--- src/rtl/tx_arp_gen.sv ---
// Purpose: builds the 28-byte ARP reply/request payload and holds the resolved PC MAC.
// Latency: ack_en/req_en in cycle N -> first word (sop) presented in cycle N+2.
// Backpressure: dout_vld held for the whole packet; word counter advances only on dout_vld && dout_rdy.
module tx_arp_gen #(
    parameter int MAC_ADDR_W = 48,
    parameter int IP_ADDR_W  = 32,
    parameter int DATA_W     = 32
) (
    input  logic                  clk,
    input  logic                  rst_n,
    input  logic [MAC_ADDR_W-1:0] cfg_mac_local,
    input  logic [IP_ADDR_W-1:0]  cfg_ip_local,
    input  logic [IP_ADDR_W-1:0]  cfg_ip_pc,
    input  logic                  ack_en,
    input  logic                  get_en,
    input  logic [MAC_ADDR_W-1:0] get_mac_pc,
    input  logic                  req_en,
    output logic [DATA_W-1:0]     dout,
    output logic                  dout_vld,
    output logic                  dout_sop,
    output logic                  dout_eop,
    output logic [1:0]            dout_mod,
    input  logic                  dout_rdy,
    output logic [MAC_ADDR_W-1:0] mac_pc,
    output logic                  mac_pc_vld,
    output logic                  busy
);

    typedef enum logic {
        ST_IDLE = 1'b0,
        ST_SEND = 1'b1
    } state_t;

    localparam logic [2:0]  LAST_WORD = 3'd6;
    localparam logic [15:0] OPER_REQ  = 16'h0001;
    localparam logic [15:0] OPER_REP  = 16'h0002;
    // htype=Ethernet(0x0001), ptype=IPv4(0x0800)
    localparam logic [31:0] WORD0     = 32'h0001_0800;
    // hlen=6, plen=4
    localparam logic [15:0] HPLEN     = 16'h0604;

    state_t                  state_q, state_d;
    logic                    pend_rep_q, pend_rep_d;
    logic                    pend_req_q, pend_req_d;
    logic [MAC_ADDR_W-1:0]   rep_mac_q, rep_mac_d;
    logic [2:0]              word_cnt_q, word_cnt_d;
    logic                    oper_rep_q, oper_rep_d;
    logic [MAC_ADDR_W-1:0]   tgt_mac_q, tgt_mac_d;
    logic [MAC_ADDR_W-1:0]   mac_pc_q, mac_pc_d;
    logic                    mac_pc_vld_q, mac_pc_vld_d;
    logic                    busy_q, busy_d;

    logic                    take_rep;
    logic                    take_req;
    logic                    accept;
    logic [15:0]             oper;
    logic [DATA_W-1:0]       word_dat;

    assign accept = (state_q == ST_SEND) && dout_rdy;
    assign oper   = oper_rep_q ? OPER_REP : OPER_REQ;

    // State register
    always_ff @(posedge clk or negedge rst_n) begin
        if (!rst_n) begin
            state_q    <= ST_IDLE;
            word_cnt_q <= 3'd0;
            oper_rep_q <= 1'b0;
            tgt_mac_q  <= '0;
        end else begin
            state_q    <= state_d;
            word_cnt_q <= word_cnt_d;
            oper_rep_q <= oper_rep_d;
            tgt_mac_q  <= tgt_mac_d;
        end
    end

    // Next state: reply wins over request; oper and target MAC snapshotted on entry to SEND
    always_comb begin
        state_d    = state_q;
        word_cnt_d = word_cnt_q;
        oper_rep_d = oper_rep_q;
        tgt_mac_d  = tgt_mac_q;
        take_rep   = 1'b0;
        take_req   = 1'b0;
        case (state_q)
            ST_IDLE: begin
                if (pend_rep_q) begin
                    state_d    = ST_SEND;
                    word_cnt_d = 3'd0;
                    oper_rep_d = 1'b1;
                    tgt_mac_d  = rep_mac_q;
                    take_rep   = 1'b1;
                end else if (pend_req_q) begin
                    state_d    = ST_SEND;
                    word_cnt_d = 3'd0;
                    oper_rep_d = 1'b0;
                    tgt_mac_d  = '0;
                    take_req   = 1'b1;
                end
            end
            ST_SEND: begin
                if (accept) begin
                    if (word_cnt_q == LAST_WORD) begin
                        state_d    = ST_IDLE;
                        word_cnt_d = 3'd0;
                    end else begin
                        word_cnt_d = word_cnt_q + 3'd1;
                    end
                end
            end
            default: begin
                state_d    = ST_IDLE;
                word_cnt_d = 3'd0;
            end
        endcase
    end

    // Pending/resolved-MAC/busy registers
    always_ff @(posedge clk or negedge rst_n) begin
        if (!rst_n) begin
            pend_rep_q   <= 1'b0;
            pend_req_q   <= 1'b0;
            rep_mac_q    <= '0;
            mac_pc_q     <= '0;
            mac_pc_vld_q <= 1'b0;
            busy_q       <= 1'b0;
        end else begin
            pend_rep_q   <= pend_rep_d;
            pend_req_q   <= pend_req_d;
            rep_mac_q    <= rep_mac_d;
            mac_pc_q     <= mac_pc_d;
            mac_pc_vld_q <= mac_pc_vld_d;
            busy_q       <= busy_d;
        end
    end

    // A new pulse in the same cycle as the flag is consumed keeps the flag set
    always_comb begin
        pend_rep_d   = ack_en | (pend_rep_q & ~take_rep);
        pend_req_d   = req_en | (pend_req_q & ~take_req);
        rep_mac_d    = ack_en ? get_mac_pc : rep_mac_q;
        mac_pc_d     = get_en ? get_mac_pc : mac_pc_q;
        mac_pc_vld_d = mac_pc_vld_q | get_en;
        busy_d       = (state_d == ST_SEND) | pend_rep_d | pend_req_d;
    end

    // Payload word select, big-endian
    always_comb begin
        word_dat = '0;
        case (word_cnt_q)
            3'd0:    word_dat = WORD0;
            3'd1:    word_dat = {HPLEN, oper};
            3'd2:    word_dat = cfg_mac_local[47:16];
            3'd3:    word_dat = {cfg_mac_local[15:0], cfg_ip_local[31:16]};
            3'd4:    word_dat = {cfg_ip_local[15:0], tgt_mac_q[47:32]};
            3'd5:    word_dat = tgt_mac_q[31:0];
            3'd6:    word_dat = cfg_ip_pc;
            default: word_dat = '0;
        endcase
    end

    // Stream outputs are zero outside SEND so reset and idle look identical downstream
    always_comb begin
        dout     = '0;
        dout_vld = 1'b0;
        dout_sop = 1'b0;
        dout_eop = 1'b0;
        dout_mod = 2'b00;
        if (state_q == ST_SEND) begin
            dout     = word_dat;
            dout_vld = 1'b1;
            dout_sop = (word_cnt_q == 3'd0);
            dout_eop = (word_cnt_q == LAST_WORD);
        end
    end

    assign mac_pc     = mac_pc_q;
    assign mac_pc_vld = mac_pc_vld_q;
    assign busy       = busy_q;

endmodule

--- config.mk ---
export PLATFORM = sky130hd
export DESIGN_NAME = tx_arp_gen
export DESIGN_NICKNAME = d
export VERILOG_FILES = /design/src/rtl/tx_arp_gen.sv
export SDC_FILE = /design/constraint.sdc
export NUM_CORES = 1
export LEC_CHECK = 0
export BUFFER_PORTS_ARGS = -buffer_cell sky130_fd_sc_hd__buf_2
export CAP_MARGIN = 30
export CORE_MARGIN = 4
export CORE_UTILIZATION = 50
export DETAILED_ROUTE_END_ITERATION = 10
export GPL_ROUTABILITY_DRIVEN = 1
export HOLD_SLACK_MARGIN = 0.15
export PLACE_DENSITY = 0.87
export SETUP_SLACK_MARGIN = 0.1
export SLEW_MARGIN = 20
export SYNTH_ARGS = -nofsm -noshare
export SYNTH_HDL_FRONTEND = slang
export SYNTH_SLANG_ARGS = --single-unit
--- constraint.sdc ---
create_clock -name clk -period 2.8 [get_ports clk]
set_clock_uncertainty 0.15 [all_clocks]
set_input_delay 0.56 -clock clk [delete_from_list [all_inputs] [get_ports clk]]
set_output_delay 0.56 -clock clk [all_outputs]
set_load 0.05 [all_outputs]
## After elaboration in Yosys (flattened, before gate mapping)

Index checks and enable logic that the tools add are counted.

- Bits in registers: 153
- Latch bits: 0
- Memory bits (writable): 0
- ROM bits: 0
- Input port bits: 166
- Output and inout bits: 87
- Logic and storage cells: 58
- Memories: 0

- $add $sub $neg: 1
- Multipliers: 0
- Divide/modulo/power cells: 0
- Order comparisons: 0
- Equality and inequality tests: 8
- Shift-type cells: 0
- Muxes and demuxes: 24
- Bitwise gates (word level): 10
- Reduce and logical (&&, ||, !) cells: 5

Operators with widths:

| operator | number |
|---|---|
| one-hot mux 32 bit (7 select lines) | 1 |
| 2-to-1 mux 48 bit | 2 |
| 2-to-1 mux 32 bit | 1 |
| 2-to-1 mux 1 bit | 13 |
| 2-to-1 mux 3 bit | 4 |
| equality test 3 bit (second input constant) | 3 |
| equality test 3 x 2 -> 1 bit (second input constant) | 2 |
| one-hot mux 3 bit (2 select lines) | 1 |
| OR 1 bit | 5 |
| AND reduction 2 bit | 2 |
| adder 3 x 1 -> 3 bit (second input constant) | 1 |
| equality test 3 x 1 -> 1 bit (second input constant) | 1 |
| logical NOT 3 bit | 1 |
| inequality test 3 bit (second input constant) | 1 |
| inverter 1 bit | 3 |
| AND 1 bit | 2 |
| 2-to-1 mux 2 bit | 1 |
| inequality test 2 x 1 -> 1 bit (second input constant) | 1 |
| one-hot mux 1 bit (2 select lines) | 1 |
| nonzero test 2 bit | 1 |
| logical AND 1 bit | 1 |

## Longest topological paths before layout

Gate-level depths: netlist of run 1.

- Word-level depth: 7
- Gate-level depth with buffers: 9
- Mapped depth without buffers: 6

## Worst setup path before layout of run 1

Ideal clock, no wire load.

- Kind: flip-flop to output port
- From: register word_cnt_q[2]
- To: output dout[25]
- Arrival: 2.680 ns
- Data required time: 2.090 ns
- Setup slack: -0.590 ns
- Stages on the path, launching flop included: 10
- Path buffers: 4
- Cell sequence: dfrtp_1 > buf_6 > buf_2 > inv_1 > ha_1 > buf_2 > buf_2 > nand2_1 > o2111a_1 > a311oi_1

- Cells in the longest elaborated chain, start to end: 3
- Elaborated cells between the ends (all ways): 9
- Those cells by class: eq/ne: 6; mux: 2; reduce/logical: 1

RTL lines:

| item | RTL line | text |
|---|---|---|
| from (decl) | 46 | `logic [2:0] word_cnt_q, word_cnt_d;` |
| from (signal assigned) | 71 | `word_cnt_q <= word_cnt_d;` |
| equality test 3 bit, or another cell as far along | 150 | `case (word_cnt_q)` |
| one-hot mux 32 bit (7 select lines) * | 150 |  |
| 2-to-1 mux 32 bit * | 169 | `if (state_q == ST_SEND) begin` |
| to (decl) | 18 | `output logic [DATA_W-1:0] dout,` |

Mark *: on every way between the ends. The rest lies on a longest branch, timed or not.

## Worst setup path after layout of run 1

- From: register word_cnt_q[0]
- To: output dout[1]

The elaborated chain is that of the path after synthesis.

==> results of run 1 <==
==> cell type report <==
cell class | instances | area share
Clock buffer | 23 | 0.0458
Timing Repair Buffer | 307 | 0.222
Sequential cell | 153 | 0.367
Tap cell | 180 | 0.0216
Inverter | 2 | 0.000719
Antenna cell | 3 | 0.000719
Multi-Input combinational cell | 429 | 0.336
Clock inverter | 4 | 0.00671
==> final timing paths <==
| kind | end | slack, ns | depth (start not counted) |
|---|---|---|---|
| max in group asynchronous | mac_pc[40] | 1.23 | 3 |
| worst min-delay path | pend_req_q | 0.21 | 2 |
| worst max-delay path | dout[1] | -0.0001 | 6 |
| worst max register to register | tgt_mac_q[47] | 0.92 | 6 |
| min in group asynchronous | mac_pc[10] | 0.50 | 2 |
| worst min register to register | mac_pc_vld | 0.32 | 1 |
==> power by group through the flow <==
| stage | combinational [mW] | clock [mW] | sequential [mW] |
|---|---|---|---|
| 2_1_floorplan | 3.10 | 0 | 3.16 |
| 3_3_place_gp | 4.42 | 0 | 2.99 |
| 3_5_place_dp | 4.50 | 0 | 3.01 |
| 4_1_cts | 5.07 | 2.19 | 3.00 |
| 5_1_grt | 6.24 | 2.30 | 3.08 |
| 6_report | 5.98 | 2.17 | 3.04 |
==> repair_timing <==
| item | in CTS | in global routing |
|---|---|---|
| resized for setup | 45 | 103 |
| hold buffers | 1 | 0 |
| setup buffers | 6 | 13 |
| pin swaps | 4 | 23 |
| endpoints found under the hold margin | 49 | 0 |
| setup endpoints to repair | 33 | 32 |
| cloned | 4 | 5 |
==> layout by cell type, fill, tap and decap left out, drive strengths merged, types with 2 or more instances in the layout <==
master	n
a21o	5
mux2	113
nand2	109
nand2b	2
diode	3
inv	2
clkinv	2
dfrtp	153
buf	300
a211o	10
a41oi	2
clkbuf	27
mux2i	13
conb	2
a311oi	3
and3b	6
nand3b	7
bufbuf	2
o2111a	3
nor2	2
nand3	2
bufinv	2
o21ai	55
a22oi	41
o31ai	2
a21oi	37
nor2b	3
==> flip-flops by register name, indices dropped and copies added (netlist names) <==
register    flops
busy            1
oper_rep_q      1
word_cnt_q      3
pend_rep_q      1
mac_pc_vld      1
tgt_mac_q      48
mac_pc         48
state_q         1
pend_req_q      1
rep_mac_q      48
==> through the flow <==
step / setup slack, ns / cells
finish: -0.000102 / 1101
global route: -0.0454 / 1101
CTS: 0.00867 / 1080
detailed placement: 0.172 / 1042
global placement: 0.196 / 1041
floorplan: -0.145 / 638
==> cell families after synthesis <==
| logic type | count (synthesis) | share of synthesized area |
|---|---|---|
| other | 1 | 0.000521 |
| DFF | 153 | 0.532 |
| and+or+nand+nor | 137 | 0.0855 |
| muxes | 126 | 0.195 |
| adders and majority gates | 1 | 0.00174 |
| buffers and inverters | 56 | 0.0419 |
| AOI/OAI and AO/OA | 163 | 0.144 |
==> routing by layer <==
layer,track usage,share of wire
met1,0.319,0.37
met2,0.462,0.52
met3,0.0804,0.071
met4,0.122,0.038
met5,0,0.0014
==> results.json, run 1 <==
{
  "outcome": "finished, violations left",
  "failed_checks": "negative setup slack",
  "finalMaxSlewViolations": 0,
  "synth-seq-cells": 153,
  "tightest_slew_ns": 0.733,
  "postRouteAntennaNets": 0,
  "setup_viol": 1,
  "ctsLongestPathBuffers": 2,
  "hold_viol_final": 0,
  "routed_wl_um": 24200,
  "switchingPower_mw": 4.58,
  "setup_ws_ns": -0.000102,
  "syn_area_per_cell_sq_um": 11.3,
  "fillers": 881,
  "crit_path_start": "word_cnt_q[0]",
  "crit_required_ns": 2.09,
  "drive_gt1_frac": 0.578,
  "period_needed_ns": 2.80,
  "critPathMaxStageDelay_ns": 0.48,
  "hp-class": "in -> reg",
  "setup.worst_path.start_class": "flip-flop",
  "cap_violations": 0,
  "cpMostUsedCell": "buf_6",
  "avgViaCountPerCell": 5.81,
  "antenna_found_initial": 7,
  "clkLatencyLatePin_ns": 0.42,
  "track_usage": 0.272,
  "seq_area_sq_mm": 0.00383,
  "gp_congestion": 0.941,
  "ys_seq_area_frac": 0.532,
  "rsz0062_at_grt": "true",
  "seq_power_share": 0.272,
  "grt_overflow": 0,
  "synth_enable_flop_cells": 0,
  "ys.flop_type": "dfrtp_1",
  "max_slew_margin": 0.511,
  "drt-initial-drc-count": 549,
  "die_y_um": 128,
  "worstSetupPathType": "reg -> out",
  "vdd_ir_drop_max_uv": 563,
  "wl_per_cell_um": 22.0,
  "clock_sinks": 153,
  "cp_max_fo": 7,
  "cts_tree": "yes",
  "yosysTopAreaCell": "dfrtp_1",
  "endpoint_kind": "primary output",
  "synth_area_sq_mm": 0.00720,
  "clock_power_share": 0.194,
  "synthTopCellsByCount": "153 x dfrtp_1, 112 x mux2_2, 109 x nand2_1, 54 x o21ai_0, 41 x a22oi_1",
  "hp-start": "req_en",
  "combPwrFrac": 0.534,
  "path_clk_slew_ns": 0.05,
  "netlist.area_leader.share": 0.532,
  "p_leak_nw": 4.82,
  "cts_root_buf": "clkbuf_16",
  "placed_area_sq_mm": 0.00892,
  "core_area_sq_mm": 0.0140,
  "grt_pass1_vias": 6360,
  "htree_levels": 4,
  "die_w_um": 128,
  "initial_core_util": 0.515,
  "dieArea_sq_mm": 0.0164,
  "p_int_mw": 6.61,
  "dp_hpwl_um": 15500,
  "route.detailed.drc": 0,
  "grt_pass1_wl_um": 34100,
  "max_clock_freq_ghz": 0.357,
  "io_pins": 253,
  "utilization": 0.746,
  "cts_buffers": 17,
  "yosysWarnings": 0,
  "synth_area_leaders": "dfrtp_1 53%, mux2_2 18%, nand2_1 5.7%, a22oi_1 4.3%, o21ai_0 3.8%",
  "worstPathArrival_ns": 2.09,
  "nNetsFinal": 1077,
  "vias": 6393,
  "holdWs_ns": 0.205,
  "critical-path-top-delay-family": "compound AO/OA/AOI/OAI gates",
  "critPathBufInv": 3,
  "portBuffers": 250,
  "worstPathCellList": "buf_12, and3b_2, buf_6, a222oi_1, a21oi_2, buf_6",
  "final_area_sq_mm": 0.0104,
  "swShare": 0.409,
  "total_power_mw": 11.2,
  "crit_slowest_cell": "dfrtp_2",
  "multi_input_area_sq_mm": 0.00351,
  "fp-row-count": 43,
  "grt_max_degree": 60,
  "syn_inst": 637,
  "area.growth.synth_to_final_pct": 45.0,
  "synth.most_common_cell": "dfrtp_1",
  "async_flop_share": 1.00,
  "rr_startpoint": "state_q",
  "tns_ns": -0.000102,
  "drtPass1Iterations": 6,
  "ys_types": 40,
  "period_share": 1.00,
  "power_density_mw_per_mm2": 1070
}
Note: power is estimated with default switching activity, not from simulation.
==> run 2: changes to the inputs <==
Settings changed: CTS_BUF_LIST set to sky130_fd_sc_hd__clkbuf_16, TNS_END_PERCENT set to 20.
==> run 2 against run 1 <==
Effect of this change:
- the run now ends clean
- clock power hardly changed
- first-iteration DRC count is 34% lower
- via count is 5.6% lower
- non-clock buffer count is 22 lower
- critical endpoint is now dout[7]
- sequential power hardly changed
- maximum frequency is 0.35% higher
- flip-flop and latch count stayed put
- final cell count is 2.1% lower
- critical path depth stayed put
- wire length is 11% lower
- worst setup slack better by 0.0097 ns
- final area is 7.4% lower
==> results.json, run 2 (synthesis results as in run 1) <==
{
  "outcome": "finished, final reports clean",
  "core_area_sq_mm": 0.0140,
  "p_leak_nw": 4.58,
  "clock_sinks": 153,
  "grt_pass1_vias": 6185,
  "critPathMaxStageDelay_ns": 0.44,
  "mostFrequentLayoutCells": "218 x buf_2, 150 x dfrtp_1, 112 x mux2_2",
  "vias": 6033,
  "cts_buffers": 17,
  "worstPathArrival_ns": 2.08,
  "cp_max_fo": 47,
  "diodes": 0,
  "route.detailed.drc": 0,
  "htree_levels": 4,
  "avgViaCountPerCell": 5.60,
  "track_usage": 0.262,
  "routed_wl_um": 21400,
  "hold_viol_final": 0,
  "drt-initial-drc-count": 363,
  "antenna_found_initial": 1,
  "grt_overflow": 0,
  "nNetsFinal": 1055,
  "cts_tree": "yes",
  "seq_area_sq_mm": 0.00383,
  "gp_congestion": 0.928,
  "area.growth.synth_to_final_pct": 34.2,
  "cpMostUsedCell": "buf_4",
  "worstSetupPathType": "reg -> out",
  "critical-path-top-delay-family": "buffers and inverters",
  "final_area_sq_mm": 0.00967,
  "power_density_mw_per_mm2": 1040,
  "cap_violations": 0,
  "dieArea_sq_mm": 0.0164,
  "ctsLongestPathBuffers": 2,
  "tightest_slew_ns": 0.617,
  "max_clock_freq_ghz": 0.358,
  "setup_viol": 0,
  "grt_max_degree": 60,
  "max_slew_margin": 0.588,
  "finalMaxSlewViolations": 0,
  "die_w_um": 128,
  "rsz0062_at_grt": "true",
  "clkLatencyLatePin_ns": 0.41,
  "worstPathCellList": "buf_12, and3b_1, buf_4, a22oi_1, a21oi_1, buf_4",
  "critPathBufInv": 3,
  "die_y_um": 128,
  "setup.worst_path.start_class": "flip-flop",
  "initial_core_util": 0.515,
  "period_share": 0.997,
  "grt_pass1_wl_um": 33100,
  "final_common_cell": "buf_2",
  "cts_root_buf": "clkbuf_16",
  "vdd_ir_drop_max_uv": 564,
  "path_clk_slew_ns": 0.06,
  "io_pins": 253,
  "wl_per_cell_um": 19.9,
  "crit_slowest_cell": "dfrtp_2",
  "portBuffers": 250,
  "drive_gt1_frac": 0.497,
  "postRouteAntennaNets": 0,
  "tns_ns": 0,
  "multi_input_area_sq_mm": 0.00321,
  "dp_hpwl_um": 15200,
  "fillers": 1029,
  "endpoint_kind": "primary output",
  "hp-class": "in -> reg",
  "fp-row-count": 43,
  "placed_area_sq_mm": 0.00877,
  "crit_required_ns": 2.09,
  "drtPass1Iterations": 5,
  "period_needed_ns": 2.79
}
-- run 2: changes by cell type in the layout (fill, tap and decap cells not counted), moves of 4 or more --
cell and delta:
clkbuf_16 -4, a21oi_2 -19, a22oi_2 -34, buf_12 -5
a21oi_1 +21, buf_4 +15, a22oi_1 +34, buf_6 -29
-- run 2: per-stage QoR --
step | hold slack [ns] | setup WS, ns | utilization | total power [mW] | instances
6_report | 0.204 | 0.00963 | 0.691 | 10.1 | 1078
5_1_grt | 0.218 | -0.0375 | 0.691 | 10.5 | 1078
4_1_cts | 0.191 | 0.0368 | 0.688 | 10.0 | 1078
3_5_place_dp | 0.296 | 0.214 | 0.627 | 7.36 | 1037
3_3_place_gp | 0.299 | 0.250 | 0.627 | 7.28 | 1037
2_1_floorplan | 0.114 | -0.164 | - | 6.12 | 638
-- run 2: cell type report --
cell class	instances	share of cell area
Sequential cell	153	0.396
Multi-Input combinational cell	429	0.332
Timing Repair Buffer	285	0.189
Clock buffer	17	0.0440
Tap cell	180	0.0233
Clock inverter	12	0.0142
Inverter	2	0.000776
-- run 2: worst register-to-register path: stages, from the launching register on --
cell and delay, ns:
dfrtp_2 0.42, buf_4 0.31, or4_1 0.59, a21o_1 0.17
-- run 2: power by group --
part / total (mW) / internal (mW) / switching [mW] / leakage (nW)
clock: 2.20 / 1.37 / 0.828 / 0.274
sequential: 3.01 / 2.69 / 0.312 / 1.83
combinational: 4.89 / 1.84 / 3.05 / 2.48
total: 10.1 / 5.90 / 4.19 / 4.58
-- run 2: metal layers --
layer / global-route usage / vias up / wire length [um]
li1: - / 2782 / -
met1: 0.321 / 2935 / 8190
met2: 0.433 / 244 / 10700
met3: 0.0554 / 70 / 1500
met4: 0.144 / 2 / 988
met5: 0 / - / 13
-- run 2: worst paths after layout --
check                                    from            end  slack [ns]  depth (start not counted)
worst max-delay path            word_cnt_q[0]        dout[7]        0.01                          6
worst min-delay path                   req_en     pend_req_q        0.20                          2
worst max register to register     pend_rep_q           busy        1.04                          3
worst min register to register     mac_pc_vld     mac_pc_vld        0.32                          1
max in group asynchronous               rst_n  tgt_mac_q[20]        1.25                          3
min in group asynchronous               rst_n     mac_pc[11]        0.54                          2
-- run 2: timing repair --
action,CTS,global route
pin swaps,4,6
endpoints found under the hold margin,55,0
gates cloned,3,0
buffers inserted,8,0
endpoints found under the setup margin,33,33
hold buffers,1,0
gates resized for setup,46,23
